===== src/rtl/dmem_arbiter_if.sv =====
// Requester-side handshake of the DMem arbiter; one instance per requester (core, debug/DMA).
// The requester uses the master modport, the arbiter the slave modport.
interface dmem_arbiter_if #(
  parameter int ADDR_W = 6,
  parameter int DATA_W = 32
);
  logic                  req;
  logic [DATA_W/8-1:0]   we;
  logic [ADDR_W-1:0]     addr;
  logic [DATA_W-1:0]     wdata;
  logic                  gnt;
  logic                  rvalid;
  logic [DATA_W-1:0]     rdata;

  modport master (output req, we, addr, wdata, input gnt, rvalid, rdata);
  modport slave  (input req, we, addr, wdata, output gnt, rvalid, rdata);
endinterface


===== src/rtl/dmem_arbiter.sv =====
// Round-robin arbiter sharing the four byte-lane DMem banks between the core (C) and debug/DMA (D).
// Optional feature macro DMEM_ARB_LOCK_EN adds d_lock, letting D keep the banks while it is the last winner.
module dmem_arbiter #(
  parameter int ADDR_W = 6,
  parameter int DATA_W = 32
) (
  input  logic                clk,
  input  logic                rst,
  dmem_arbiter_if.slave       c_bus,
  dmem_arbiter_if.slave       d_bus,
`ifdef DMEM_ARB_LOCK_EN
  input  logic                d_lock,
`endif
  output logic [DATA_W/8-1:0] mem_wr,
  output logic [ADDR_W-1:0]   mem_addr,
  output logic [DATA_W-1:0]   mem_din,
  input  logic [DATA_W-1:0]   mem_dout,
  output logic                busy
);

  typedef enum logic [1:0] {IDLE, ISSUE, WAIT} state_t;

  state_t              state, state_nxt;
  logic                last_d, owner_d, op_read;
  logic                lock_hold, c_ok, d_ok, any_req, pick_d, grant;
  logic [DATA_W/8-1:0] sel_we;
  logic [ADDR_W-1:0]   sel_addr;
  logic [DATA_W-1:0]   sel_wdata;

  always_ff @(posedge clk or posedge rst) begin
    if (rst) state <= IDLE;
    else     state <= state_nxt;
  end

  // Arbitration is evaluated every cycle; ISSUE simply ignores it, so a req still high during gnt is not a new request.
  always_comb begin
    lock_hold = 1'b0;
`ifdef DMEM_ARB_LOCK_EN
    lock_hold = d_lock && last_d;
`endif
    c_ok      = c_bus.req && !lock_hold;
    d_ok      = d_bus.req;
    any_req   = c_ok || d_ok;
    pick_d    = (c_ok && d_ok) ? !last_d : d_ok;
    state_nxt = state;
    unique case (state)
      IDLE:    if (any_req) state_nxt = ISSUE;
      ISSUE:   state_nxt = WAIT;
      WAIT:    state_nxt = any_req ? ISSUE : IDLE;
      default: state_nxt = IDLE;
    endcase
  end

  always_comb begin
    busy      = (state != IDLE);
    grant     = (state != ISSUE) && any_req;
    sel_we    = pick_d ? d_bus.we    : c_bus.we;
    sel_addr  = pick_d ? d_bus.addr  : c_bus.addr;
    sel_wdata = pick_d ? d_bus.wdata : c_bus.wdata;
  end

  // Read data is captured in WAIT, in the same cycle the next access may already be granted.
  always_ff @(posedge clk or posedge rst) begin
    if (rst) begin
      mem_wr       <= '0;
      mem_addr     <= '0;
      mem_din      <= '0;
      c_bus.gnt    <= 1'b0;
      d_bus.gnt    <= 1'b0;
      c_bus.rvalid <= 1'b0;
      d_bus.rvalid <= 1'b0;
      c_bus.rdata  <= '0;
      d_bus.rdata  <= '0;
      last_d       <= 1'b1;
      owner_d      <= 1'b0;
      op_read      <= 1'b0;
    end else begin
      mem_wr       <= '0;
      c_bus.gnt    <= 1'b0;
      d_bus.gnt    <= 1'b0;
      c_bus.rvalid <= 1'b0;
      d_bus.rvalid <= 1'b0;
      if (state == WAIT && op_read) begin
        if (owner_d) begin
          d_bus.rdata  <= mem_dout;
          d_bus.rvalid <= 1'b1;
        end else begin
          c_bus.rdata  <= mem_dout;
          c_bus.rvalid <= 1'b1;
        end
      end
      if (grant) begin
        mem_wr    <= sel_we;
        mem_addr  <= sel_addr;
        mem_din   <= sel_wdata;
        owner_d   <= pick_d;
        op_read   <= (sel_we == '0);
        last_d    <= pick_d;
        c_bus.gnt <= !pick_d;
        d_bus.gnt <= pick_d;
      end
    end
  end

endmodule


===== src/flat_wrapper.sv =====
// flat-port wrapper written by rule: the top's interface ports become plain ports
module dmem_arbiter_flat 
#(
  parameter int ADDR_W = 6,
  parameter int DATA_W = 32
)
  (clk, rst, mem_wr, mem_addr, mem_din, mem_dout, busy, c_bus_req, c_bus_we, c_bus_addr, c_bus_wdata, c_bus_gnt, c_bus_rvalid, c_bus_rdata, d_bus_req, d_bus_we, d_bus_addr, d_bus_wdata, d_bus_gnt, d_bus_rvalid, d_bus_rdata);
  dmem_arbiter_if #(.ADDR_W(ADDR_W), .DATA_W(DATA_W)) c_bus_i ();
  dmem_arbiter_if #(.ADDR_W(ADDR_W), .DATA_W(DATA_W)) d_bus_i ();
  input  logic clk;
  input  logic rst;
  output logic [DATA_W/8-1:0] mem_wr;
  output logic [ADDR_W-1:0] mem_addr;
  output logic [DATA_W-1:0] mem_din;
  input  logic [DATA_W-1:0] mem_dout;
  output logic busy;
  input wire logic [$bits(c_bus_i.req)-1:0] c_bus_req;
  input wire logic [$bits(c_bus_i.we)-1:0] c_bus_we;
  input wire logic [$bits(c_bus_i.addr)-1:0] c_bus_addr;
  input wire logic [$bits(c_bus_i.wdata)-1:0] c_bus_wdata;
  output wire logic [$bits(c_bus_i.gnt)-1:0] c_bus_gnt;
  output wire logic [$bits(c_bus_i.rvalid)-1:0] c_bus_rvalid;
  output wire logic [$bits(c_bus_i.rdata)-1:0] c_bus_rdata;
  input wire logic [$bits(d_bus_i.req)-1:0] d_bus_req;
  input wire logic [$bits(d_bus_i.we)-1:0] d_bus_we;
  input wire logic [$bits(d_bus_i.addr)-1:0] d_bus_addr;
  input wire logic [$bits(d_bus_i.wdata)-1:0] d_bus_wdata;
  output wire logic [$bits(d_bus_i.gnt)-1:0] d_bus_gnt;
  output wire logic [$bits(d_bus_i.rvalid)-1:0] d_bus_rvalid;
  output wire logic [$bits(d_bus_i.rdata)-1:0] d_bus_rdata;
  assign c_bus_i.req = c_bus_req;
  assign c_bus_i.we = c_bus_we;
  assign c_bus_i.addr = c_bus_addr;
  assign c_bus_i.wdata = c_bus_wdata;
  assign c_bus_gnt = c_bus_i.gnt;
  assign c_bus_rvalid = c_bus_i.rvalid;
  assign c_bus_rdata = c_bus_i.rdata;
  assign d_bus_i.req = d_bus_req;
  assign d_bus_i.we = d_bus_we;
  assign d_bus_i.addr = d_bus_addr;
  assign d_bus_i.wdata = d_bus_wdata;
  assign d_bus_gnt = d_bus_i.gnt;
  assign d_bus_rvalid = d_bus_i.rvalid;
  assign d_bus_rdata = d_bus_i.rdata;
  dmem_arbiter #(.ADDR_W(ADDR_W), .DATA_W(DATA_W)) u_core (.clk(clk), .rst(rst), .c_bus(c_bus_i), .d_bus(d_bus_i), .mem_wr(mem_wr), .mem_addr(mem_addr), .mem_din(mem_din), .mem_dout(mem_dout), .busy(busy));
endmodule

===== config.mk =====
export PLATFORM = sky130hd
export DESIGN_NAME = dmem_arbiter_flat
export DESIGN_NICKNAME = d
export VERILOG_FILES = /design/src/rtl/dmem_arbiter_if.sv /design/src/rtl/dmem_arbiter.sv /design/src/flat_wrapper.sv
export SDC_FILE = /design/constraint.sdc
export NUM_CORES = 1
export LEC_CHECK = 0
export CAP_MARGIN = 20
export CORE_MARGIN = 4
export CORE_UTILIZATION = 36
export CTS_CLUSTER_DIAMETER = 200
export DETAILED_ROUTE_END_ITERATION = 8
export GPL_TIMING_DRIVEN = 0
export MAX_ROUTING_LAYER = met4
export PLACE_DENSITY = 0.76
export SETUP_SLACK_MARGIN = 0.05
export SYNTH_ARGS = -nofsm -noshare
export SYNTH_HDL_FRONTEND = slang
export SYNTH_SLANG_ARGS = --single-unit

===== constraint.sdc =====
create_clock -name clk -period 3.19 [get_ports clk]
set_clock_uncertainty 0.1 [all_clocks]
set_input_delay 0.319 -clock clk [delete_from_list [all_inputs] [get_ports clk]]
set_output_delay 0.319 -clock clk [all_outputs]
set_load 0.05 [all_outputs]

==> flow_metrics.tcl <==
set metrics [dict create \
    drv_slew 0 \
    hold_viol_final 0 \
    netlist_area_mm2 0.00462 \
    crit_path_start_kind "register" \
    cts_tree "yes" \
    detail_route.wl_per_cell_um 18.1 \
    fill_cells 1002 \
    final.setup.tns_ns 0 \
    htree_levels 4 \
    holdCritPathClass "primary input to asynchronous set/reset pin" \
    ys_seq_area_share_pct 62.3 \
    final_layout_size_suffix_gt1_share_pct 21.7 \
    antenna_found_initial 0 \
    dr_total_vias 3675 \
    cts_buffers 17 \
    grt_max_degree 38 \
    cts_sinks 115 \
    cts_resized 0 \
    maxCapViolCount 0 \
    met1Wirelength_um 5330 \
    antenna_cells 0 \
    io_pins 231 \
    ys_warn_count 0 \
    grt_pass1_wl_um 21100 \
    hpwlAfterDp_um 10800 \
    routed_wl_um 13500 \
    numPortBuffers 230 \
    syn_nets 428 \
    crit_required_ns 2.77 \
    total_power_mw 6.69 \
    drc 0 \
    fmax_mhz 446 \
    synth_cell_types 24 \
    whs_ns 0.215 \
    die_w_um 121 \
    postPlaceCellArea_mm2 0.00720 \
    wl_met3_um 1250 \
    ir_drop_mv 0.344 \
    clockRootBuffer "clkbuf_16" \
    top_layer "met4" \
    syn_inst 308 \
    firstDrtPassIters 4 \
    stdcell_count 744 \
    gr-usage-all-layers_pct 19.1 \
    most-common-layout-cells "230 x clkdlybuf4s50_1, 114 x dfrtp_1, 65 x mux2_2" \
    dp.cells 713 \
    drtAntennaViolNets 0 \
    core_area_mm2 0.0126 \
    hold_buffers 0 \
    area_growth_pct 69.0 \
    final_common_cell "clkdlybuf4s50_1" \
    initial_core_util_pct 36.7 \
    dieArea_mm2 0.0147 \
    postCtsSetupBuffers 0 \
    post-route-cell-area_mm2 0.00780 \
    finalCritPeriodShare_pct 70.3 \
    powerDensity_mw_per_mm2 858 \
    avgSynthCellArea_um2 15.0 \
    crit_fanout 5 \
    p_leak_nw 3.35 \
    die_h_um 121 \
    relSlewSlack_pct 62.8 \
    drt_iter0_markers 136 \
    cp_data_arrival_time_ns 1.82 \
    final_util_pct 62.1 \
    rows 41 \
    gr-total-overflow 0 \
    wl_met2_um 6710 \
    path_clk_slew_ns 0.06 \
    setup_viol 0 \
    vias_per_cell 4.94 \
    fin_ws_ns 0.946 \
    cts_buffer_depth 2 \
    insertion_delay_ns 0.40 \
    end_kind "primary output" \
    post-route-min-period_ns 2.24 \
    grt_pass1_vias 4107 \
    post-place-ws_ns 1.03 \
    outcome "finished clean" \
    worst_pin_slew_ns 0.556 \
    gp_congestion 0.808 \
    rsz0062_at_grt "false" \
    fin_nets 680 \
    synth_seq_cells 115 \
    critPathKind "register to primary output" \
]
## kinds of logic after synthesis
family | after synthesis | synth area share, %
AOI/OAI and AO/OA | 79 | 15.0
buffers and inverters | 27 | 3.44
and+or+nand+nor | 17 | 2.30
muxes | 70 | 17.0
DFF | 115 | 62.3
## path summary, 6_finish.rpt
kind                                  startpoint                      to  slack, ns  depth (start not counted)
max reg2reg                      u_core.state[1]   u_core.c_bus.rdata[2]       1.41                          4
max                              u_core.state[0]                    busy       0.95                          2
max in group asynchronous                    rst  u_core.c_bus.rdata[10]       2.01                          4
min                                          rst       u_core.mem_din[7]       0.21                          2
min reg2reg                u_core.c_bus.rdata[0]   u_core.c_bus.rdata[0]       0.40                          1
min in group clk           u_core.c_bus.rdata[0]   u_core.c_bus.rdata[0]       0.40                          1
## flip-flops by register name, indices dropped and copies added (netlist names), 2 cells and up
| signal | count |
|---|---|
| u_core.d_bus.rdata | 32 |
| u_core.mem_addr | 6 |
| u_core.c_bus.rdata | 32 |
| u_core.state | 2 |
| u_core.mem_wr | 4 |
| u_core.mem_din | 32 |
## power by group
| group | internal, mW | total (mW) | leakage (nW) | switching (mW) |
|---|---|---|---|---|
| Clock | 1.28 | 1.91 | 0.292 | 0.623 |
| Combinational | 1.05 | 2.76 | 1.62 | 1.71 |
| Sequential | 1.82 | 2.02 | 1.43 | 0.201 |
| Total | 4.16 | 6.69 | 3.35 | 2.54 |
## synthesized netlist by cell type, drive strengths merged
master    n  area [um^2]
dfrtp   114         2850
mux2     66          743
a221o    38          380
o21a     38          285
buf      20          133
nor2      7         26.3
clkbuf    5         18.8
mux2i     4         40.0
a21o      2         15.0
inv       2         7.51
nor2b     2         20.0
nor4      2         12.5
or2       2         12.5
a21bo     1         10.0
dfstp     1         26.3
nand2     1         3.75
nand4b    1         8.76
nor3      1         10.0
nor3b     1         12.5
## layout make-up
| type | instances | area, um^2 | area share (%) |
|---|---|---|---|
| Inverter | 2 | 11.3 | 0.144 |
| Sequential cell | 115 | 2880 | 36.9 |
| Clock buffer | 22 | 474 | 6.08 |
| Multi-Input combinational cell | 166 | 1580 | 20.3 |
| Buffer | 25 | 151 | 1.94 |
| Tap cell | 172 | 215 | 2.76 |
| Clock inverter | 9 | 129 | 1.65 |
| Timing Repair Buffer | 233 | 2360 | 30.3 |
## per-layer routing
layer / vias up / GRT usage, %
met5: - / -
li1: 1666 / -
met2: 192 / 31.6
met4: 0 / 5.81
met3: 13 / 6.90
met1: 1804 / 21.9
## worst max-delay path, stage by stage (launching register included)
cell             delay, ns
dfrtp_1               0.41
or2_2                 0.30
clkdlybuf4s50_1       0.72
(Power assumes the default switching activity.)
